--- src/rtl/cpu_regfile_pkg.sv ---
`default_nettype none
// ============================================================================
//  Module      : cpu_regfile_pkg
//  Description : Shared types and helpers for the integer register file and
//                its busy scoreboard.
//  Revision    : 1.0 - initial release
// ============================================================================
package cpu_regfile_pkg;

   // Register address width is architectural and fixed regardless of NREGS.
   localparam int REG_AW = 5;

   typedef logic [REG_AW-1:0] reg_addr_t;

   typedef enum logic [0:0] {
      RF_INIT  = 1'b0,
      RF_READY = 1'b1
   } rf_state_e;

   // True for a register that physically exists and is writable (x0 excluded).
   function automatic logic addr_ok(input reg_addr_t a, input int unsigned nregs);
      return (a != '0) && ({27'd0, a} < nregs);
   endfunction

endpackage
`default_nettype wire

--- src/rtl/cpu_scoreboard.sv ---
`default_nettype none
// ============================================================================
//  Module      : cpu_scoreboard
//  Description : Per-register busy bits for long-latency ops. Issue sets,
//                late write-back clears, flush clears everything. Flags an
//                issue to a register that is already pending.
//  Revision    : 1.0 - initial release
// ============================================================================
module cpu_scoreboard
   import cpu_regfile_pkg::*;
#(
   parameter int NREGS = 32
) (
   input  logic             clk,
   input  logic             reset,
   input  logic             i_en,
   input  logic             i_iss_en,
   input  reg_addr_t        i_iss_addr,
   input  logic             i_clr_en,
   input  reg_addr_t        i_clr_addr,
   input  logic             i_flush,
   output logic [NREGS-1:0] o_busy,
   output logic             o_iss_err
);

   localparam int IW = $clog2(NREGS);

   logic [NREGS-1:0] r_busy;
   logic             r_iss_err;
   logic             w_iss_v;
   logic             w_clr_v;
   logic [IW-1:0]    w_iss_idx;
   logic [IW-1:0]    w_clr_idx;

   assign w_iss_v   = i_en && i_iss_en && addr_ok(i_iss_addr, NREGS);
   assign w_clr_v   = i_en && i_clr_en && addr_ok(i_clr_addr, NREGS);
   assign w_iss_idx = i_iss_addr[IW-1:0];
   assign w_clr_idx = i_clr_addr[IW-1:0];

   // Busy bits: flush beats everything, and an issue beats a same-cycle clear.
   always_ff @(posedge clk) begin
      if (reset) begin
         r_busy    <= '0;
         r_iss_err <= 1'b0;
      end else begin
         r_iss_err <= w_iss_v && r_busy[w_iss_idx];
         if (i_flush) begin
            r_busy <= '0;
         end else begin
            if (w_clr_v) r_busy[w_clr_idx] <= 1'b0;
            if (w_iss_v) r_busy[w_iss_idx] <= 1'b1;
         end
      end
   end

   assign o_busy    = r_busy;
   assign o_iss_err = r_iss_err;

endmodule
`default_nettype wire

--- src/rtl/cpu_regfile_sb.sv ---
`default_nettype none
// ============================================================================
//  Module      : cpu_regfile_sb
//  Description : Integer register file with NRP read ports, two write-back
//                ports, optional same-cycle bypass, busy scoreboard and a
//                post-reset zeroing sweep.
//  Revision    : 1.0 - initial release
// ============================================================================
module cpu_regfile_sb
   import cpu_regfile_pkg::*;
#(
   parameter int XLEN   = 32,
   parameter int NREGS  = 32,
   parameter int NRP    = 2,
   parameter int BYPASS = 1
) (
   input  logic                  clk,
   input  logic                  reset,
   input  logic [NRP*REG_AW-1:0] rs_addr,
   output logic [NRP*XLEN-1:0]   rs_data,
   output logic [NRP-1:0]        rs_busy,
   input  logic                  wb0_en,
   input  logic [REG_AW-1:0]     wb0_addr,
   input  logic [XLEN-1:0]       wb0_data,
   input  logic                  wb1_en,
   input  logic [REG_AW-1:0]     wb1_addr,
   input  logic [XLEN-1:0]       wb1_data,
   input  logic                  iss_en,
   input  logic [REG_AW-1:0]     iss_addr,
   input  logic                  flush,
   output logic                  ready,
   output logic                  wb_conflict,
   output logic                  iss_err,
   output logic [XLEN-1:0]       dbg_x1,
   output logic [XLEN-1:0]       dbg_x2,
   output logic [XLEN-1:0]       dbg_x3
);

   localparam int        IW         = $clog2(NREGS);
   localparam reg_addr_t C_LAST_IDX = reg_addr_t'(NREGS - 1);

   rf_state_e        r_state;
   reg_addr_t        r_idx;
   logic             r_ready;
   logic             r_wb_conflict;
   logic [XLEN-1:0]  r_regs [NREGS];

   logic             w_run;
   logic             w_wb0_v;
   logic             w_wb1_hit;
   logic             w_same;
   logic             w_wb1_v;
   logic [NREGS-1:0] w_busy;
   logic             w_iss_err;
   reg_addr_t        w_ra;

   // Write-back qualification; wb1_hit still clears busy even when wb0 wins the data.
   assign w_run     = (r_state == RF_READY);
   assign w_wb0_v   = w_run && wb0_en && addr_ok(wb0_addr, NREGS);
   assign w_wb1_hit = w_run && wb1_en && addr_ok(wb1_addr, NREGS);
   assign w_same    = w_wb0_v && w_wb1_hit && (wb0_addr == wb1_addr);
   assign w_wb1_v   = w_wb1_hit && !w_same;

   cpu_scoreboard #(
      .NREGS (NREGS)
   ) u_scoreboard (
      .clk        (clk),
      .reset      (reset),
      .i_en       (w_run),
      .i_iss_en   (iss_en),
      .i_iss_addr (iss_addr),
      .i_clr_en   (wb1_en),
      .i_clr_addr (wb1_addr),
      .i_flush    (flush),
      .o_busy     (w_busy),
      .o_iss_err  (w_iss_err)
   );

   // Sweep FSM: zero one register per cycle starting at x1, then stay ready.
   always_ff @(posedge clk) begin
      if (reset) begin
         r_state <= RF_INIT;
         r_idx   <= reg_addr_t'(1);
         r_ready <= 1'b0;
      end else begin
         case (r_state)
            RF_INIT: begin
               r_idx <= r_idx + reg_addr_t'(1);
               if (r_idx == C_LAST_IDX) begin
                  r_state <= RF_READY;
                  r_ready <= 1'b1;
               end
            end
            RF_READY: r_ready <= 1'b1;
            default: begin
               r_state <= RF_INIT;
               r_ready <= 1'b0;
            end
         endcase
      end
   end

   // Array storage: the sweep owns the write port until ready; wb0 overrides wb1.
   always_ff @(posedge clk) begin
      if (!reset) begin
         if (r_state == RF_INIT) begin
            r_regs[r_idx[IW-1:0]] <= '0;
         end else begin
            if (w_wb1_v) r_regs[wb1_addr[IW-1:0]] <= wb1_data;
            if (w_wb0_v) r_regs[wb0_addr[IW-1:0]] <= wb0_data;
         end
      end
   end

   // Same-address write-back collision pulse.
   always_ff @(posedge clk) begin
      if (reset) r_wb_conflict <= 1'b0;
      else       r_wb_conflict <= w_same;
   end

   // Read ports: zero for x0, out-of-range or during sweep; optional forwarding.
   always_comb begin
      rs_data = '0;
      rs_busy = '0;
      w_ra    = '0;
      for (int p = 0; p < NRP; p++) begin
         w_ra = rs_addr[p*REG_AW +: REG_AW];
         if (w_run && addr_ok(w_ra, NREGS)) begin
            rs_data[p*XLEN +: XLEN] = r_regs[w_ra[IW-1:0]];
            rs_busy[p]              = w_busy[w_ra[IW-1:0]];
            if (BYPASS != 0) begin
               if (w_wb1_hit && (wb1_addr == w_ra)) begin
                  rs_data[p*XLEN +: XLEN] = wb1_data;
                  rs_busy[p]              = 1'b0;
               end
               if (w_wb0_v && (wb0_addr == w_ra)) begin
                  rs_data[p*XLEN +: XLEN] = wb0_data;
               end
            end
         end
      end
   end

   assign ready       = r_ready;
   assign wb_conflict = r_wb_conflict;
   assign iss_err     = w_iss_err;
   assign dbg_x1      = r_regs[1];
   assign dbg_x2      = r_regs[2];
   assign dbg_x3      = r_regs[3];

endmodule
`default_nettype wire

--- config.mk ---
export PLATFORM = sky130hd
export DESIGN_NAME = cpu_regfile_sb
export DESIGN_NICKNAME = d
export VERILOG_FILES = /design/src/rtl/cpu_regfile_pkg.sv /design/src/rtl/cpu_scoreboard.sv /design/src/rtl/cpu_regfile_sb.sv
export SDC_FILE = /design/constraint.sdc
export NUM_CORES = 2
export LEC_CHECK = 0
export BUFFER_PORTS_ARGS = -buffer_cell sky130_fd_sc_hd__buf_4
export CAP_MARGIN = 20
export CORE_MARGIN = 10
export CORE_UTILIZATION = 55
export DETAILED_ROUTE_END_ITERATION = 7
export GPL_ROUTABILITY_DRIVEN = 0
export PLACE_DENSITY = 0.72
export SLEW_MARGIN = 25
export SYNTH_ARGS = -nofsm -noshare
export SYNTH_HDL_FRONTEND = slang
export SYNTH_HIERARCHICAL = 1
export SYNTH_SLANG_ARGS = --single-unit
--- constraint.sdc ---
create_clock -name clk -period 4.7 [get_ports clk]
set_input_delay 0.235 -clock clk [delete_from_list [all_inputs] [get_ports clk]]
set_output_delay 0.235 -clock clk [all_outputs]
set_load 0.01 [all_outputs]
==> impl_results.rst <==
.. list-table::
   :header-rows: 1

   * - Metric
     - Value
   * - Outcome
     - complete, but fails checks
   * - Violated checks
     - design-rule violations
   * - Cell count of the worst reg-to-reg path
     - 7
   * - DR iter-0 viols
     - 9,640
   * - Worst-skew pair later-pin latency
     - 0.74 ns
   * - DP HPWL
     - 149,000 µm
   * - Sequential element share of the synthesized area
     - 50.4%
   * - Final Max Tran Viols
     - 0
   * - Critical path data required time
     - 4.47 ns
   * - R2R Path Start
     - r_state
   * - Area share of the largest cell type after synthesis
     - 49.1%
   * - First-pass GRT wire length
     - 345,000 µm
   * - Minimum hold slack
     - 0.0255 ns
   * - Clock tree from TritonCTS
     - built
   * - Initial antenna violation count
     - 12
   * - Leading post-synthesis cells by cell area
     - sky130_fd_sc_hd__edfxtp_1 49%, sky130_fd_sc_hd__mux4_2 18%, sky130_fd_sc_hd__o21ai_0 8.3%, sky130_fd_sc_hd__nand2_1 6.5%, sky130_fd_sc_hd__mux2i_1 4.0%
   * - Commonest register cell after synthesis
     - sky130_fd_sc_hd__edfxtp_1
   * - Port Buffer Count
     - 259
   * - Register area
     - 0.0316 mm²
   * - Die X
     - 358 µm
   * - Bufs on Longest Clock Path
     - 3
   * - Number of violations of the max-capacitance limit
     - 0
   * - Register bit total from synthesis
     - 1,065
   * - Post-CTS Hold Buffers
     - 6
   * - Number of gates given a new drive strength after cts
     - 0
   * - Total Routing Usage GR
     - 37.4%
   * - Static leakage
     - 21.0 nW
   * - Cell area after synthesis
     - 0.0627 mm²
   * - CTS Root Cell
     - sky130_fd_sc_hd__clkbuf_16
   * - Slew HR
     - 22.0%
   * - Setup slack, reg-to-reg
     - 1.10 ns
   * - Synthesized netlist cell count
     - 5,404
   * - Final setup violating endpoints
     - 0
   * - Max rail drop VDD
     - 0.318 mV
   * - Worst Setup End Kind
     - output port
   * - Number of enable flip-flop cells after synthesis
     - 1,024
   * - Area added between synthesis and finish
     - 10.9%
   * - Vias per std cell
     - 7.47
   * - Reg2Reg Capture Point
     - r_regs[10][21]
   * - Count of buffers added by post-CTS timing repair for setup
     - 0
   * - Share of the core filled with cells in the final layout
     - 61.6%
   * - Period utilisation layout
     - 88.9%
   * - Overall die height
     - 358 µm
   * - Clock tree sinks
     - 1,065
   * - Cell accounting for the most synthesized area
     - sky130_fd_sc_hd__edfxtp_1
   * - Final ANT Viol Nets
     - 0
   * - Number of distinct library cells after synthesis
     - 71
   * - Most instantiated cells after synthesis
     - 1,085 x sky130_fd_sc_hd__nand2_1, 1,042 x sky130_fd_sc_hd__o21ai_0, 1,024 x sky130_fd_sc_hd__edfxtp_1
   * - Number of clock buffers inserted by TritonCTS
     - 110
   * - Routed wire length
     - 245,000 µm
   * - Setup Crit Path Kind
     - reg2out
   * - Maximum number of pins on one net before global-route repair
     - 89
   * - Data arrival time of the critical path
     - 3.94 ns
   * - Via count of the first global-routing pass
     - 49,111
   * - Accumulated negative setup slack
     - 0 ns
   * - Yosys warning total
     - 6
   * - Min cycle time layout
     - 4.18 ns
   * - Number of H-tree levels
     - 3
   * - Syn nets
     - 5,501
   * - Power per cell area
     - 305 mW/mm²
   * - Synthesized area per cell
     - 11.6 µm²
   * - Per-cell routed wire length
     - 35.7 µm
   * - CP Launch Point
     - r_state
   * - Number of inserted filler cells in the final layout
     - 8,499
   * - Maximum frequency from static timing analysis
     - 239 MHz
   * - Number of vias after detailed routing
     - 51,200
   * - Worst-margin pin slew
     - 1.17 ns
   * - Worst Skew
     - 0.0227 ns
   * - Total Die Area
     - 0.128 mm²
   * - Largest fanout on the critical path
     - 10
   * - Kind of launch point of the worst setup path
     - flip-flop
   * - Starting density of the core
     - 55.5%
   * - CTS clock-pin slew for the worst setup and hold paths
     - 0.06 ns
   * - Fraction of registers with async set/reset
     - 0%
   * - Core area
     - 0.113 mm²
   * - Number of core rows
     - 123
   * - Setup repair after global routing missed its margin
     - no
   * - Worst hold-check path type
     - in2reg
   * - Drt pass-1 iters
     - 8
   * - Number of nets in the layout
     - 5,351
   * - Top-Level Pins
     - 260
   * - Leading cell type by number of instances after synthesis
     - sky130_fd_sc_hd__nand2_1
   * - Critical Path End
     - rs_data[12]
   * - GRT overflow
     - 0
   * - Area occupied by multi-input gates
     - 0.0287 mm²
   * - Share of layout cells above drive strength 1
     - 22.5%
   * - Final Hold Viols
     - 0
   * - DRC
     - 4
cell families after synthesis:
family / synth area share, %
buf+inv: 4.89
flops: 50.4
mux: 21.8
xor+xnor: 0.391
simple gates: 8.91
fa+ha+maj: 0.0399
compound gates: 13.6
state kept, by name (all words and copies together) (netlist names):
signal,cells
r_idx,5
u_scoreboard/o_iss_err,1
r_state,1
ready,1
u_scoreboard/o_busy,32
wb_conflict,1
r_regs,1024
metrics by stage:
step                std cells  total power, mW  setup slack, ns  instance area [µm²]
floorplan                5404             11.7            0.774                62700
global placement         6634             12.5             1.08                65700
detailed placement       6636             12.5             1.22                65800
CTS                      6845             21.1            0.753                69400
global route             6846             21.6            0.564                69400
finish                   6852             21.2            0.521                69500
critical path: stages, from the launching register on:
cell and delay [ns]:
sky130_fd_sc_hd__dfxtp_1 0.32, sky130_fd_sc_hd__and2_1 0.26, sky130_fd_sc_hd__o31a_1 0.64, sky130_fd_sc_hd__and3_1 1.06, sky130_fd_sc_hd__buf_4 0.33, sky130_fd_sc_hd__a32oi_1 0.13, sky130_fd_sc_hd__nand3_1 0.28, sky130_fd_sc_hd__buf_4 0.19
how the worst min path moves through the flow:
stage | start | endpoint | slack (ns) | depth (start not counted)
after floorplan | reset | u_scoreboard/o_iss_err | 0.39 | 2
final | wb1_addr[0] | u_scoreboard/o_busy[4] | 0.03 | 3
after global routing | wb1_addr[0] | u_scoreboard/o_busy[4] | 0.05 | 3
after global placement | ready | ready | 0.44 | 2
after CTS | wb1_addr[0] | u_scoreboard/o_busy[4] | 0.004 | 3
after detailed placement | ready | ready | 0.45 | 2
cell type report:
class	count	share of cell area [%]
sequential	1065	45.5
inverter	42	0.229
antenna	7	0.0252
clock buffer	138	4.19
clock inverter	65	0.902
timing repair buffer	431	5.16
multi-input combinational	3604	41.3
tap	1500	2.70
cell usage in the layout (no fill, tap or decap), types with 6 or more instances in the layout:
cell | synthesis | layout
sky130_fd_sc_hd__nand2_1 | 1085 | 1062
sky130_fd_sc_hd__o21ai_0 | 1042 | 1042
sky130_fd_sc_hd__edfxtp_1 | 1024 | 1024
sky130_fd_sc_hd__mux4_2 | 492 | 492
sky130_fd_sc_hd__buf_4 | 15 | 395
sky130_fd_sc_hd__mux2i_1 | 248 | 248
sky130_fd_sc_hd__clkbuf_16 | 0 | 111
sky130_fd_sc_hd__nand3_1 | 87 | 85
sky130_fd_sc_hd__o221ai_1 | 75 | 75
sky130_fd_sc_hd__a22oi_1 | 73 | 73
sky130_fd_sc_hd__a21oi_1 | 67 | 67
sky130_fd_sc_hd__dfxtp_1 | 41 | 41
sky130_fd_sc_hd__inv_1 | 39 | 38
sky130_fd_sc_hd__o21a_1 | 35 | 35
sky130_fd_sc_hd__o22ai_1 | 39 | 35
sky130_fd_sc_hd__a32o_1 | 35 | 35
sky130_fd_sc_hd__nor2_1 | 39 | 32
sky130_fd_sc_hd__nor3_2 | 4 | 29
sky130_fd_sc_hd__o21bai_4 | 0 | 27
sky130_fd_sc_hd__clkinv_1 | 2 | 26
sky130_fd_sc_hd__nand2_2 | 1 | 24
sky130_fd_sc_hd__clkbuf_1 | 492 | 24
sky130_fd_sc_hd__buf_12 | 0 | 23
sky130_fd_sc_hd__a32oi_1 | 18 | 18
sky130_fd_sc_hd__clkinv_2 | 0 | 18
sky130_fd_sc_hd__xor2_1 | 17 | 17
sky130_fd_sc_hd__nand4_1 | 17 | 17
sky130_fd_sc_hd__o21ai_1 | 16 | 16
sky130_fd_sc_hd__o211ai_1 | 13 | 13
sky130_fd_sc_hd__nand4b_1 | 12 | 12
sky130_fd_sc_hd__nor3_1 | 39 | 12
sky130_fd_sc_hd__nand2b_1 | 13 | 11
sky130_fd_sc_hd__xnor2_1 | 11 | 11
sky130_fd_sc_hd__bufinv_16 | 0 | 10
sky130_fd_sc_hd__nand3b_1 | 9 | 9
sky130_fd_sc_hd__diode_2 | 0 | 7
sky130_fd_sc_hd__nor2_4 | 0 | 6
sky130_fd_sc_hd__nor2b_1 | 7 | 6
sky130_fd_sc_hd__dlygate4sd3_1 | 0 | 6
sky130_fd_sc_hd__buf_8 | 0 | 6
routing by layer:
layer  track usage [%]  up-vias  part of all wire, %
met2              53.4     5274                   42
met5                 0        -                0.035
met4              24.9       12                  8.1
met3              15.6     1196                   18
met1              46.3    24446                   31
li1                  -    20272                    -
report_power, final:
group | total, mW | internal, mW | switching (mW)
clock | 8.83 | 4.93 | 3.90
sequential | 10.4 | 10.4 | 0.0928
combinational | 1.93 | 0.687 | 1.24
No activity file was read; power rests on OpenSTA's default activity.
